**src/rtl/rv_decode_pkg.sv**
```systemverilog
// Shared RV32I/RV64I decode definitions: opcodes, format one-hot and the decoded record.
package rv_decode_pkg;

  localparam int XLEN_MAX = 64;

  localparam logic [4:0] OPC_LOAD     = 5'b00000;
  localparam logic [4:0] OPC_MISC_MEM = 5'b00011;
  localparam logic [4:0] OPC_OP_IMM   = 5'b00100;
  localparam logic [4:0] OPC_AUIPC    = 5'b00101;
  localparam logic [4:0] OPC_OP_IMM32 = 5'b00110;
  localparam logic [4:0] OPC_STORE    = 5'b01000;
  localparam logic [4:0] OPC_OP       = 5'b01100;
  localparam logic [4:0] OPC_LUI      = 5'b01101;
  localparam logic [4:0] OPC_OP32     = 5'b01110;
  localparam logic [4:0] OPC_BRANCH   = 5'b11000;
  localparam logic [4:0] OPC_JALR     = 5'b11001;
  localparam logic [4:0] OPC_JAL      = 5'b11011;
  localparam logic [4:0] OPC_SYSTEM   = 5'b11100;

  typedef enum logic [5:0] {
    FMT_NONE = 6'b000000,
    FMT_R    = 6'b000001,
    FMT_I    = 6'b000010,
    FMT_S    = 6'b000100,
    FMT_B    = 6'b001000,
    FMT_U    = 6'b010000,
    FMT_J    = 6'b100000
  } fmt_e;

  // pc/imm are held at full 64-bit width; narrower stages use the low XLEN bits
  typedef struct packed {
    logic [XLEN_MAX-1:0] pc;
    logic [4:0]          opcode;
    logic [4:0]          rd;
    logic [4:0]          rs1;
    logic [4:0]          rs2;
    logic [2:0]          func3;
    logic [6:0]          funct7;
    logic [XLEN_MAX-1:0] imm;
    fmt_e                fmt;
    logic                use_rs1;
    logic                use_rs2;
    logic                we_rd;
    logic                invalid;
  } decoded_t;

endpackage

```
**src/rtl/rv_decode_comb.sv**
```systemverilog
// Purely combinational instruction decoder: raw word + pc -> decoded_t.
module rv_decode_comb
  import rv_decode_pkg::*;
#(
  parameter int XLEN = 32
) (
  input  logic [31:0]     inst,
  input  logic [XLEN-1:0] pc,
  output decoded_t        dec
);

  localparam bit RV64 = (XLEN == 64);

  fmt_e       fmt;
  logic [4:0] opc;
  logic [2:0] f3;
  logic       f7_ok;
  logic       is_sys;

  assign opc    = inst[6:2];
  assign f3     = inst[14:12];
  assign f7_ok  = (inst[31:25] == 7'b0000000) || (inst[31:25] == 7'b0100000) ||
                  (inst[31:25] == 7'b0000001);
  assign is_sys = (opc == OPC_SYSTEM);

  always_comb begin
    fmt = FMT_NONE;
    case (opc)
      OPC_OP:       fmt = f7_ok ? FMT_R : FMT_NONE;
      OPC_OP32:     fmt = (RV64 && f7_ok) ? FMT_R : FMT_NONE;
      OPC_LOAD, OPC_OP_IMM, OPC_JALR, OPC_SYSTEM, OPC_MISC_MEM:
                    fmt = FMT_I;
      OPC_OP_IMM32: fmt = RV64 ? FMT_I : FMT_NONE;
      OPC_STORE:    fmt = FMT_S;
      OPC_BRANCH:   fmt = FMT_B;
      OPC_LUI, OPC_AUIPC:
                    fmt = FMT_U;
      OPC_JAL:      fmt = FMT_J;
      default:      fmt = FMT_NONE;
    endcase
    if (inst[1:0] != 2'b11) fmt = FMT_NONE;
  end

  always_comb begin
    dec         = '0;
    dec.pc      = XLEN_MAX'(pc);
    dec.opcode  = opc;
    dec.rd      = inst[11:7];
    dec.rs1     = inst[19:15];
    dec.rs2     = inst[24:20];
    dec.func3   = f3;
    dec.funct7  = inst[31:25];
    dec.fmt     = fmt;
    dec.invalid = (fmt == FMT_NONE);
    case (fmt)
      FMT_I:   dec.imm = {{52{inst[31]}}, inst[31:20]};
      FMT_S:   dec.imm = {{52{inst[31]}}, inst[31:25], inst[11:7]};
      FMT_B:   dec.imm = {{51{inst[31]}}, inst[31], inst[7], inst[30:25], inst[11:8], 1'b0};
      FMT_U:   dec.imm = {{32{inst[31]}}, inst[31:12], 12'b0};
      FMT_J:   dec.imm = {{43{inst[31]}}, inst[31], inst[19:12], inst[20], inst[30:21], 1'b0};
      default: dec.imm = '0;
    endcase
    // CSR-immediate forms and ECALL/EBREAK do not read rs1
    dec.use_rs1 = ((fmt == FMT_R) || (fmt == FMT_I) || (fmt == FMT_S) || (fmt == FMT_B)) &&
                  !(is_sys && (f3[2] || (f3 == 3'b000)));
    dec.use_rs2 = (fmt == FMT_R) || (fmt == FMT_S) || (fmt == FMT_B);
    dec.we_rd   = ((fmt == FMT_R) || (fmt == FMT_I) || (fmt == FMT_U) || (fmt == FMT_J)) &&
                  (inst[11:7] != 5'd0) && (opc != OPC_MISC_MEM) &&
                  !(is_sys && (f3 == 3'b000));
  end

endmodule

```
**src/rtl/decode_stage.sv**
```systemverilog
// Registered decode stage: valid/ready handshake with an optional 2-entry skid (OUT + SK).
module decode_stage
  import rv_decode_pkg::*;
#(
  parameter int XLEN    = 32,
  parameter bit SKID_EN = 1'b1
) (
  input  logic            clk,
  input  logic            rst,
  input  logic            flush,
  input  logic            in_valid,
  output logic            in_ready,
  input  logic [31:0]     in_inst,
  input  logic [XLEN-1:0] in_pc,
  output logic            out_valid,
  input  logic            out_ready,
  output logic [XLEN-1:0] out_pc,
  output logic [4:0]      out_opcode,
  output logic [4:0]      out_rd,
  output logic [4:0]      out_rs1,
  output logic [4:0]      out_rs2,
  output logic [2:0]      out_func3,
  output logic [6:0]      out_funct7,
  output logic [XLEN-1:0] out_imm,
  output logic [5:0]      out_fmt,
  output logic            out_use_rs1,
  output logic            out_use_rs2,
  output logic            out_we_rd,
  output logic            out_invalid
);

  decoded_t in_dec;
  decoded_t out_q, out_d, sk_q, sk_d;
  logic     out_vld_q, out_vld_d, sk_vld_q, sk_vld_d;
  logic     accept, out_free;

  rv_decode_comb #(.XLEN(XLEN)) u_dec (
    .inst (in_inst),
    .pc   (in_pc),
    .dec  (in_dec)
  );

  // With the skid, in_ready is a pure register output; without it, it follows out_ready
  assign in_ready = SKID_EN ? !sk_vld_q : (!out_vld_q || out_ready);
  assign accept   = in_valid && in_ready;
  assign out_free = !out_vld_q || out_ready;

  always_comb begin
    out_d     = out_q;
    out_vld_d = out_vld_q;
    sk_d      = sk_q;
    sk_vld_d  = sk_vld_q;
    if (out_free) begin
      if (sk_vld_q) begin
        out_d     = sk_q;
        out_vld_d = 1'b1;
        sk_vld_d  = 1'b0;
      end else begin
        out_d     = accept ? in_dec : out_q;
        out_vld_d = accept;
      end
    end else if (accept) begin
      sk_d     = in_dec;
      sk_vld_d = 1'b1;
    end
    if (flush) begin
      out_vld_d = 1'b0;
      sk_vld_d  = 1'b0;
    end
  end

  always_ff @(posedge clk) begin
    if (rst) begin
      out_q     <= '0;
      sk_q      <= '0;
      out_vld_q <= 1'b0;
      sk_vld_q  <= 1'b0;
    end else begin
      out_q     <= out_d;
      sk_q      <= sk_d;
      out_vld_q <= out_vld_d;
      sk_vld_q  <= sk_vld_d;
    end
  end

  assign out_valid   = out_vld_q;
  assign out_pc      = out_q.pc[XLEN-1:0];
  assign out_opcode  = out_q.opcode;
  assign out_rd      = out_q.rd;
  assign out_rs1     = out_q.rs1;
  assign out_rs2     = out_q.rs2;
  assign out_func3   = out_q.func3;
  assign out_funct7  = out_q.funct7;
  assign out_imm     = out_q.imm[XLEN-1:0];
  assign out_fmt     = out_q.fmt;
  assign out_use_rs1 = out_q.use_rs1;
  assign out_use_rs2 = out_q.use_rs2;
  assign out_we_rd   = out_q.we_rd;
  assign out_invalid = out_q.invalid;

endmodule

```
**config.mk**
```make
export PLATFORM = sky130hd
export DESIGN_NAME = decode_stage
export DESIGN_NICKNAME = d
export VERILOG_FILES = /design/src/rtl/rv_decode_pkg.sv /design/src/rtl/rv_decode_comb.sv /design/src/rtl/decode_stage.sv
export SDC_FILE = /design/constraint.sdc
export NUM_CORES = 1
export LEC_CHECK = 0
export CAP_MARGIN = 10
export CORE_UTILIZATION = 40
export DETAILED_ROUTE_END_ITERATION = 8
export GPL_ROUTABILITY_DRIVEN = 0
export SLEW_MARGIN = 5
export SYNTH_ARGS = -nofsm -noshare
export SYNTH_HDL_FRONTEND = slang
export SYNTH_SLANG_ARGS = --single-unit
export TNS_END_PERCENT = 10
```
**constraint.sdc**
```tcl
create_clock -name clk -period 1.93 [get_ports clk]
set_input_delay 0.386 -clock clk [delete_from_list [all_inputs] [get_ports clk]]
set_output_delay 0.386 -clock clk [all_outputs]
set_load 0.05 [all_outputs]
```
==> results of run 1 <==
-- sequential cells by signal, indices dropped and copies added, names as in the netlist --
name and flops:
out_valid 1, out_invalid 1, out_rs2 5, out_use_rs2 1, out_func3 3, out_rs1 5, out_opcode 5, out_pc 32
sk_q 104, out_funct7 7, sk_vld_q 1, out_we_rd 1, out_use_rs1 1, out_rd 5, out_imm 32, out_fmt 6
-- cell usage after synthesis, types with 3 or more instances --
| cell | instances |
|---|---|
| a32o_1 | 4 |
| or3_1 | 10 |
| a211o_1 | 5 |
| nand4_1 | 3 |
| buf_4 | 4 |
| a22o_1 | 6 |
| and2_1 | 5 |
| nor3_1 | 7 |
| nand2b_1 | 18 |
| nand2_1 | 168 |
| nand3_1 | 20 |
| nor2_1 | 106 |
| buf_2 | 44 |
| buf_1 | 9 |
| a311oi_1 | 14 |
| dfxtp_1 | 210 |
| clkbuf_1 | 38 |
| o21ai_0 | 17 |
| mux2i_1 | 62 |
| a31oi_1 | 6 |
| o22ai_1 | 7 |
| nand4b_1 | 5 |
| a221oi_1 | 11 |
| o2111ai_1 | 8 |
| and3_1 | 10 |
| a211oi_1 | 69 |
| buf_6 | 6 |
| nor2b_1 | 3 |
| a311oi_2 | 20 |
| o21a_1 | 4 |
| a21oi_1 | 92 |
| a22oi_1 | 11 |
| o211ai_1 | 10 |
-- metal layers --
layer,vias up,wire (um)
met5,-,0
met4,0,563
met3,39,1430
met2,230,12900
met1,4066,13200
li1,4286,-
-- worst min-delay path by stage --
stage / cells after the start / startpoint / slack (ns) / end
after CTS: 2 / rst / 0.19 / sk_q[78]
after floorplan: 2 / sk_q[100] / 0.44 / sk_q[100]
final: 2 / rst / 0.20 / sk_q[78]
after global routing: 2 / rst / 0.20 / sk_q[78]
after detailed placement: 2 / sk_q[98] / 0.45 / sk_q[98]
after global placement: 2 / sk_q[105] / 0.44 / sk_q[105]
-- area by class of cell --
type                            instances  area share
Tap cell                              313      0.0306
Clock buffer                           34      0.0553
Timing Repair Buffer                  287       0.209
Inverter                                3    0.000880
Multi-Input combinational cell        749       0.373
Clock inverter                          6     0.00254
Sequential cell                       210       0.329
-- through the flow --
stage	TNS, ns	instances
after detailed placement	-20.65	1562
after floorplan	0	1065
after global placement	-18.70	1562
after global routing	0	1602
after CTS	0	1602
final	0	1602
-- worst max-delay path, cell delays in order (launching register included) --
cell and delay [ns]:
dfxtp_4 0.36, inv_1 0.09, buf_4 0.27, buf_4 0.25
-- where the power goes --
| group | switching [mW] | internal (mW) | total (mW) |
|---|---|---|---|
| logic | 1.09 | 0.645 | 1.73 |
| registers | 0.0862 | 4.50 | 4.58 |
| clock network | 1.77 | 2.52 | 4.29 |
| total | 2.94 | 7.66 | 10.6 |
-- kinds of logic (layout without fill, tap and decap cells) --
family	count (synthesis)	after routing	share of synthesized area
compound gates	309	309	0.250
buf+inv	106	330	0.0545
flops	210	210	0.444
mux	62	62	0.0656
simple gates	378	378	0.186
==> results_dict.tcl, run 1 <==
set metrics [dict create \
    outcome "finished clean" \
    critPathLaunchType "register" \
    hold_buffers 0 \
    die_h_um 156 \
    clock_skew_ns 0.00803 \
    async_flop_share 0 \
    start_util 0.413 \
    syn_area_per_cell_sq_um 8.89 \
    top_usage_layer "met2" \
    grt_use_met3 0.0328 \
    gr-total-overflow 0 \
    slew_viol_final 0 \
    routed_wl_um 28100 \
    placed_cell_area_sq_mm 0.0121 \
    rr_startpoint "sk_vld_q" \
    fin_util 0.558 \
    cts_setup_buffers 0 \
    ys_types 78 \
    yosysWarningCount 0 \
    grt_start_max_net_pins 64 \
    p_leak_nw 4.69 \
    die_w_um 156 \
    synthTopCellsByArea "dfxtp_1 (44%), nand2_1 (6.7%), mux2i_1 (6.6%), a211oi_1 (5.5%), a21oi_1 (4.9%)" \
    htree_num_levels 1 \
    ys.flop_type "dfxtp_1" \
    multi_input_area_sq_mm 0.00477 \
    cts_buffers 23 \
    powerDensity_mw_per_mm2 829 \
    worst_r2r_path_depth 4 \
    via_per_inst 5.38 \
    rsz0062_at_grt "false" \
    max_freq_mhz 536 \
    post-place-ws_ns -0.339 \
    crit_fanout 16 \
    maxSlewHeadroom 0.607 \
    syn-num-nets 1134 \
    wl_per_cell_um 17.5 \
    synth_edf_count 0 \
    num_io_pins 175 \
    fin_nets 1343 \
    regArea_sq_mm 0.00421 \
    final_antenna_net_count 0 \
    setup.worst_path.start "sk_vld_q" \
    timing.final.crit_share 0.968 \
    clk_latency_ns 0.51 \
    synthCells 1065 \
    ys_ff_latch 210 \
    clock_path_buffers 3 \
    cp-endpoint "in_ready" \
    worst_setup_path_end_kind "primary output" \
    grt_pass1_vias 7856 \
    dp_hpwl_um 19400 \
    power_mw 10.6 \
    n_antenna_cell 0 \
    clkTransAtPathRegs_ns 0.06 \
    yosys.area.top_type "dfxtp_1" \
    vias 8621 \
    cts_resized 43 \
    gr-usage-met2 0.366 \
    netlist.area_leader.share 0.444 \
    fin_ws_ns 0.0627 \
    r2r_slack_ns 0.29 \
    cts_root_buf "clkbuf_16" \
    drive_gt1_frac 0.206 \
    final_common_cell "dfxtp_1" \
    design_area_sq_mm 0.0128 \
    synth_area_sq_mm 0.00946 \
    cts_sinks 210 \
    ys_seq_area_frac 0.444 \
    critPathKind "register to primary output" \
    hold_ws_ns 0.203 \
    fp.dieArea_sq_mm 0.0243 \
    first_iter_violations 676 \
    layout_common_cells "dfxtp_1 (209), nand2_1 (168), buf_4 (153)" \
    core_region_area_sq_mm 0.0229 \
    n_fill_cell 2129 \
    setup_violations 0 \
    critPathArrivalTime_ns 1.48 \
    io_buffers 174 \
    first_pass_iters 5 \
    vdd_ir_drop_max_mv 0.618 \
    rows 55 \
    hold_viol 0 \
    crit_required_ns 1.54 \
    finalCriticalPeriod_ns 1.87 \
    hold_class "input pin to register" \
    syn_to_final_growth_pct 35.2 \
    drc_errors 0 \
    use_met1 0.323 \
    cts_tree "done" \
    maxCapViolations 0 \
    grt_pass1_wl_um 44100 \
    worstMarginPinSlew_ns 0.589 \
    antenna_found_initial 0 \
    timing.rr.end "out_pc[11]" \
    grtUsageTotal 0.229 \
]
Power figures use the tool's default switching activity.
==> run 2, diff against run 1 <==
- RECOVER_POWER: default -> 100
==> run 2 against run 1 <==
  * Flip-flop and latch count stayed put
  * Critical path type is now input pin to register
  * Largest cell class unchanged
  * Register-to-register slack got worse by 0.12 ns
  * Count of clock-buffer cells in the layout did not move
  * Largest power group unchanged
  * Combinational power shrank 4%
  * Critical endpoint is now sk_q[36]
  * Critical path depth grew 4
  * Clock power barely moved
  * Via count grew 0.29%
  * Setup slack better by 0.0039 ns
  * Cell area shrank 2.8%
==> results_dict.tcl, run 2 (synthesis gave the netlist of run 1 again) <==
set metrics [dict create \
    slew_viol_final 0 \
    critPathKind "input pin to register" \
    clock_path_buffers 3 \
    gr-total-overflow 0 \
    cts_root_buf "clkbuf_16" \
    n_antenna_cell 0 \
    maxSlewHeadroom 0.564 \
    rows 55 \
    clk_latency_ns 0.51 \
    drc_errors 0 \
    layout_common_cells "dfxtp_1 (209), nand2_1 (168), nor2_1 (106)" \
    p_leak_nw 4.43 \
    cts_tree "done" \
    first_iter_violations 711 \
    maxCapViolations 0 \
    largest_reg_flops 104 \
    critPathLaunchType "input pin" \
    crit_required_ns 2.30 \
    clock_skew_ns 0.00803 \
    die_w_um 156 \
    regArea_sq_mm 0.00421 \
    antenna_found_initial 0 \
    rr_startpoint "out_valid" \
    hold_class "input pin to register" \
    final_antenna_net_count 0 \
    via_per_inst 5.40 \
    finalCriticalPeriod_ns 1.86 \
    setup_violations 0 \
    clkTransAtPathRegs_ns 0.06 \
    grtUsageTotal 0.229 \
    cts_sinks 210 \
    rsz0062_at_grt "false" \
    fin_nets 1343 \
    fin_tns_setup_ns 0 \
    worst_r2r_path_depth 7 \
    worst_setup_path_end_kind "register" \
    dp_hpwl_um 19400 \
    hold_viol 0 \
    syn_to_final_growth_pct 31.4 \
    cts_buffers 23 \
    multi_input_area_sq_mm 0.00470 \
    setup.worst_path.start "in_inst[4]" \
    r2r_slack_ns 0.17 \
    htree_num_levels 1 \
    max_freq_mhz 537 \
    vias 8646 \
    io_buffers 174 \
    wl_per_cell_um 17.6 \
    worstMarginPinSlew_ns 0.657 \
    crit_fanout 22 \
    vdd_ir_drop_max_mv 0.635 \
    timing.final.crit_share 0.966 \
    timing.rr.end "out_fmt[4]" \
    largest-register "sk_q" \
    start_util 0.413 \
    hold_ws_ns 0.205 \
    n_fill_cell 2203 \
    routed_wl_um 28100 \
    die_h_um 156 \
    cp-endpoint "sk_q[36]" \
    cts_setup_buffers 0 \
    fp.dieArea_sq_mm 0.0243 \
    num_io_pins 175 \
    final_common_cell "dfxtp_1" \
    core_region_area_sq_mm 0.0229 \
    powerDensity_mw_per_mm2 846 \
    grt_pass1_wl_um 44100 \
    outcome "finished clean" \
    drive_gt1_frac 0.154 \
    grt_start_max_net_pins 64 \
    first_pass_iters 5 \
    grt_pass1_vias 7856 \
    critPathArrivalTime_ns 2.24 \
]
## run 2: stage by stage
stage / util / power [mW] / worst slack, ns / instances / area (sq um)
detailed placement: 0.528 / 6.46 / -0.339 / 1562 / 12100
floorplan: - / 5.68 / 0.107 / 1065 / 9460
finish: 0.543 / 10.5 / 0.0665 / 1602 / 12400
CTS: 0.558 / 10.7 / 0.0548 / 1602 / 12800
global placement: 0.528 / 6.45 / -0.296 / 1562 / 12100
global route: 0.543 / 10.9 / 0.00970 / 1602 / 12400
## run 2: critical path: stages
cell and delay [ns]:
clkdlybuf4s50_1 0.46, clkbuf_2 0.21, nand3b_1 0.27, a21boi_4 0.11, o311ai_4 0.31, buf_4 0.34, a311oi_2 0.14
## run 2: worst min-delay path by stage
stage | cells after the start | slack [ns] | startpoint | end
final | 2 | 0.20 | rst | sk_q[78]
after global routing | 2 | 0.20 | rst | sk_q[78]
after detailed placement | 2 | 0.45 | sk_q[98] | sk_q[98]
after global placement | 2 | 0.44 | sk_q[105] | sk_q[105]
after floorplan | 2 | 0.44 | sk_q[100] | sk_q[100]
after CTS | 2 | 0.19 | rst | sk_q[78]
## run 2: layout make-up
type / instances / share of cell area
tap: 313 / 0.0315
clock buffer: 34 / 0.0568
inverter: 3 / 0.000905
clock inverter: 6 / 0.00262
multi-input combinational: 749 / 0.378
sequential: 210 / 0.338
timing repair buffer: 287 / 0.192
## run 2: where the power goes
group / total, mW / switching (mW) / internal, mW
Sequential: 4.58 / 0.0846 / 4.50
Clock: 4.29 / 1.77 / 2.52
Combinational: 1.66 / 1.08 / 0.577
## run 2: per-layer routing
metal  global-route usage  share of wire  routed length (um)  vias up
li1                     -              -                   -     4291
met3               0.0328          0.043                1210       36
met2                0.366           0.46               13000      204
met4               0.0551          0.019                 539        0
met5                    0              0                   0        -
met1                0.323           0.48               13400     4115
## run 2: timing repair
action | 4_1_cts | 5_1_grt
setup endpoints to repair | 43 | 0
hold buffers | 0 | 0
gates resized for setup | 43 | 0
endpoints found under the hold margin | 0 | 0
==> run 3, diff against run 2 <==
- CTS_CLUSTER_DIAMETER: default -> 40
==> run 3 against run 2 <==
  * Setup slack gained 0.015 ns
  * Sequential share of layout area shrank 1.1 points
  * Global-route usage grew 0.43 points
  * Count of clock-buffer cells in the layout grew 10
  * Clock power grew 51%
  * First-iteration DRC count shrank 14%
  * Cell count grew 1.3%
  * Combinational power is essentially flat
  * Die area is the same
  * Routed wire length grew 1.3%
  * Register-to-register slack is essentially flat
  * Cell area grew 3.4%
  * Largest cell class unchanged
  * Largest power group is now the clock network
==> results_dict.tcl, run 3 (synthesis gave the netlist of run 1 again) <==
set metrics [dict create \
    drive_gt1_frac 0.160 \
    maxCapViolations 0 \
    clkTransAtPathRegs_ns 0.05 \
    max_freq_mhz 541 \
    die_w_um 156 \
    setup_violations 0 \
    cts_buffers 34 \
    powerDensity_mw_per_mm2 989 \
    critPathArrivalTime_ns 1.46 \
    netSwitchingFraction 0.261 \
    path_cells "inv_1 -> buf_4 -> buf_4" \
    critPathKind "register to primary output" \
    start_util 0.413 \
    worst_setup_path_end_kind "primary output" \
    drc_errors 0 \
    rr_startpoint "out_valid" \
    clock_power_share 0.509 \
    cp_top_family "buffers and inverters" \
    clock_skew_ns 0.0147 \
    p_int_mw 9.39 \
    power_mw 12.7 \
    fin_util 0.561 \
    fin_nets 1354 \
    hold_viol 0 \
    grt_start_max_net_pins 64 \
    slowest_stage "dfxtp_4" \
    n_antenna_cell 0 \
    largest_reg_flops 104 \
    final_antenna_net_count 0 \
    fp.dieArea_sq_mm 0.0243 \
    crit_fanout 16 \
    finalCriticalPeriod_ns 1.85 \
    cts_resized 43 \
    holdPathStages 2 \
    die_h_um 156 \
    combPwrFrac 0.130 \
    cts_setup_buffers 0 \
    hold_end "sk_q[78]" \
    clk_latency_ns 0.49 \
    io_buffers 174 \
    final_common_cell "dfxtp_1" \
    first_pass_iters 4 \
    cts_root_buf "clkbuf_16" \
    power_switching_mw 3.32 \
    cts_tree "done" \
    core_region_area_sq_mm 0.0229 \
    grtUsageTotal 0.233 \
    cts_sinks 210 \
    dp_hpwl_um 19400 \
    num_io_pins 175 \
    slew_viol_final 0 \
    routed_wl_um 28500 \
    grt_pass1_vias 8066 \
    pwr-share-seq 0.361 \
    vdd_ir_drop_max_mv 0.688 \
    critPathLaunchType "register" \
    grt_pass1_wl_um 44800 \
    n_fill_cell 2177 \
    wl_per_cell_um 17.6 \
    gr-total-overflow 0 \
    r2r_slack_ns 0.16 \
    crit_required_ns 1.54 \
    worstMarginPinSlew_ns 0.689 \
    rows 55 \
    clock_path_buffers 3 \
    p_leak_nw 4.64 \
    rsz0062_at_grt "false" \
    largest-register "sk_q" \
    vias 8759 \
    htree_num_levels 2 \
    syn_to_final_growth_pct 35.9 \
    worst_r2r_path_depth 7 \
    first_iter_violations 615 \
    timing.rr.end "out_fmt[0]" \
    antenna_found_initial 0 \
    timing.final.crit_share 0.958 \
    layout_common_cells "dfxtp_1 (209), nand2_1 (168), nor2_1 (106)" \
    via_per_inst 5.40 \
    maxSlewHeadroom 0.542 \
    worst-path-buf-inv 3 \
    crit_path_max_incr_delay_ns 0.35 \
    crit_top_cell "buf_4" \
    hold_buffers 0 \
    hold_start "rst" \
    hold_class "input pin to register" \
    outcome "finished clean" \
]
## run 3: cell count changes in the layout (fill, tap and decap cells not counted), sizes merged
cell      before  now
clkbuf       106  117
inv            2    3
buf          105  104
clkinv         6   10
clkinvlp       1    2
bufinv         0    5
## run 3: through the flow
stage / worst slack (ns) / hold WS [ns] / setup TNS, ns / instances / instance area, sq um
finish: 0.0815 / 0.223 / 0 / 1623 / 12900
global route: 0.0206 / 0.228 / 0 / 1623 / 12900
CTS: 0.0710 / 0.201 / 0 / 1623 / 13300
detailed placement: -0.339 / 0.446 / -20.65 / 1562 / 12100
global placement: -0.296 / 0.441 / -18.70 / 1562 / 12100
floorplan: 0.107 / 0.436 / 0 / 1065 / 9460
## run 3: worst max-delay path by stage
stage / start / endpoint / slack, ns / depth (start not counted)
floorplan: out_valid / sk_q[28] / 0.11 / 6
global placement: in_inst[4] / sk_q[26] / -0.30 / 6
detailed placement: in_inst[4] / sk_q[28] / -0.34 / 6
CTS: sk_vld_q / in_ready / 0.07 / 3
global route: in_inst[4] / out_fmt[0] / 0.02 / 8
finish: sk_vld_q / in_ready / 0.08 / 3
## run 3: final cells by class
cell class | instances | area (sq um) | share of cell area
clock buffers | 44 | 992 | 0.0771
clock inverters | 17 | 240 | 0.0187
inverters | 3 | 11.3 | 0.000875
repair buffers | 287 | 2380 | 0.185
well taps | 313 | 392 | 0.0304
flip-flops and latches | 210 | 4210 | 0.327
multi-input cells | 749 | 4640 | 0.361
## run 3: per-layer routing
layer	vias to the layer above	track usage	wire, um
met4	0	0.0649	498
met5	-	0	0
met1	4166	0.324	13400
met2	240	0.374	13300
met3	36	0.0367	1250
li1	4317	-	-
## run 3: power groups by stage
stage	clock, mW	sequential, mW	combinational (mW)
final	6.48	4.59	1.65
after global placement	0	4.68	1.77
after detailed placement	0	4.68	1.78
after CTS	6.58	4.59	1.74
after floorplan	0	5.12	0.558
after global routing	6.79	4.60	1.76
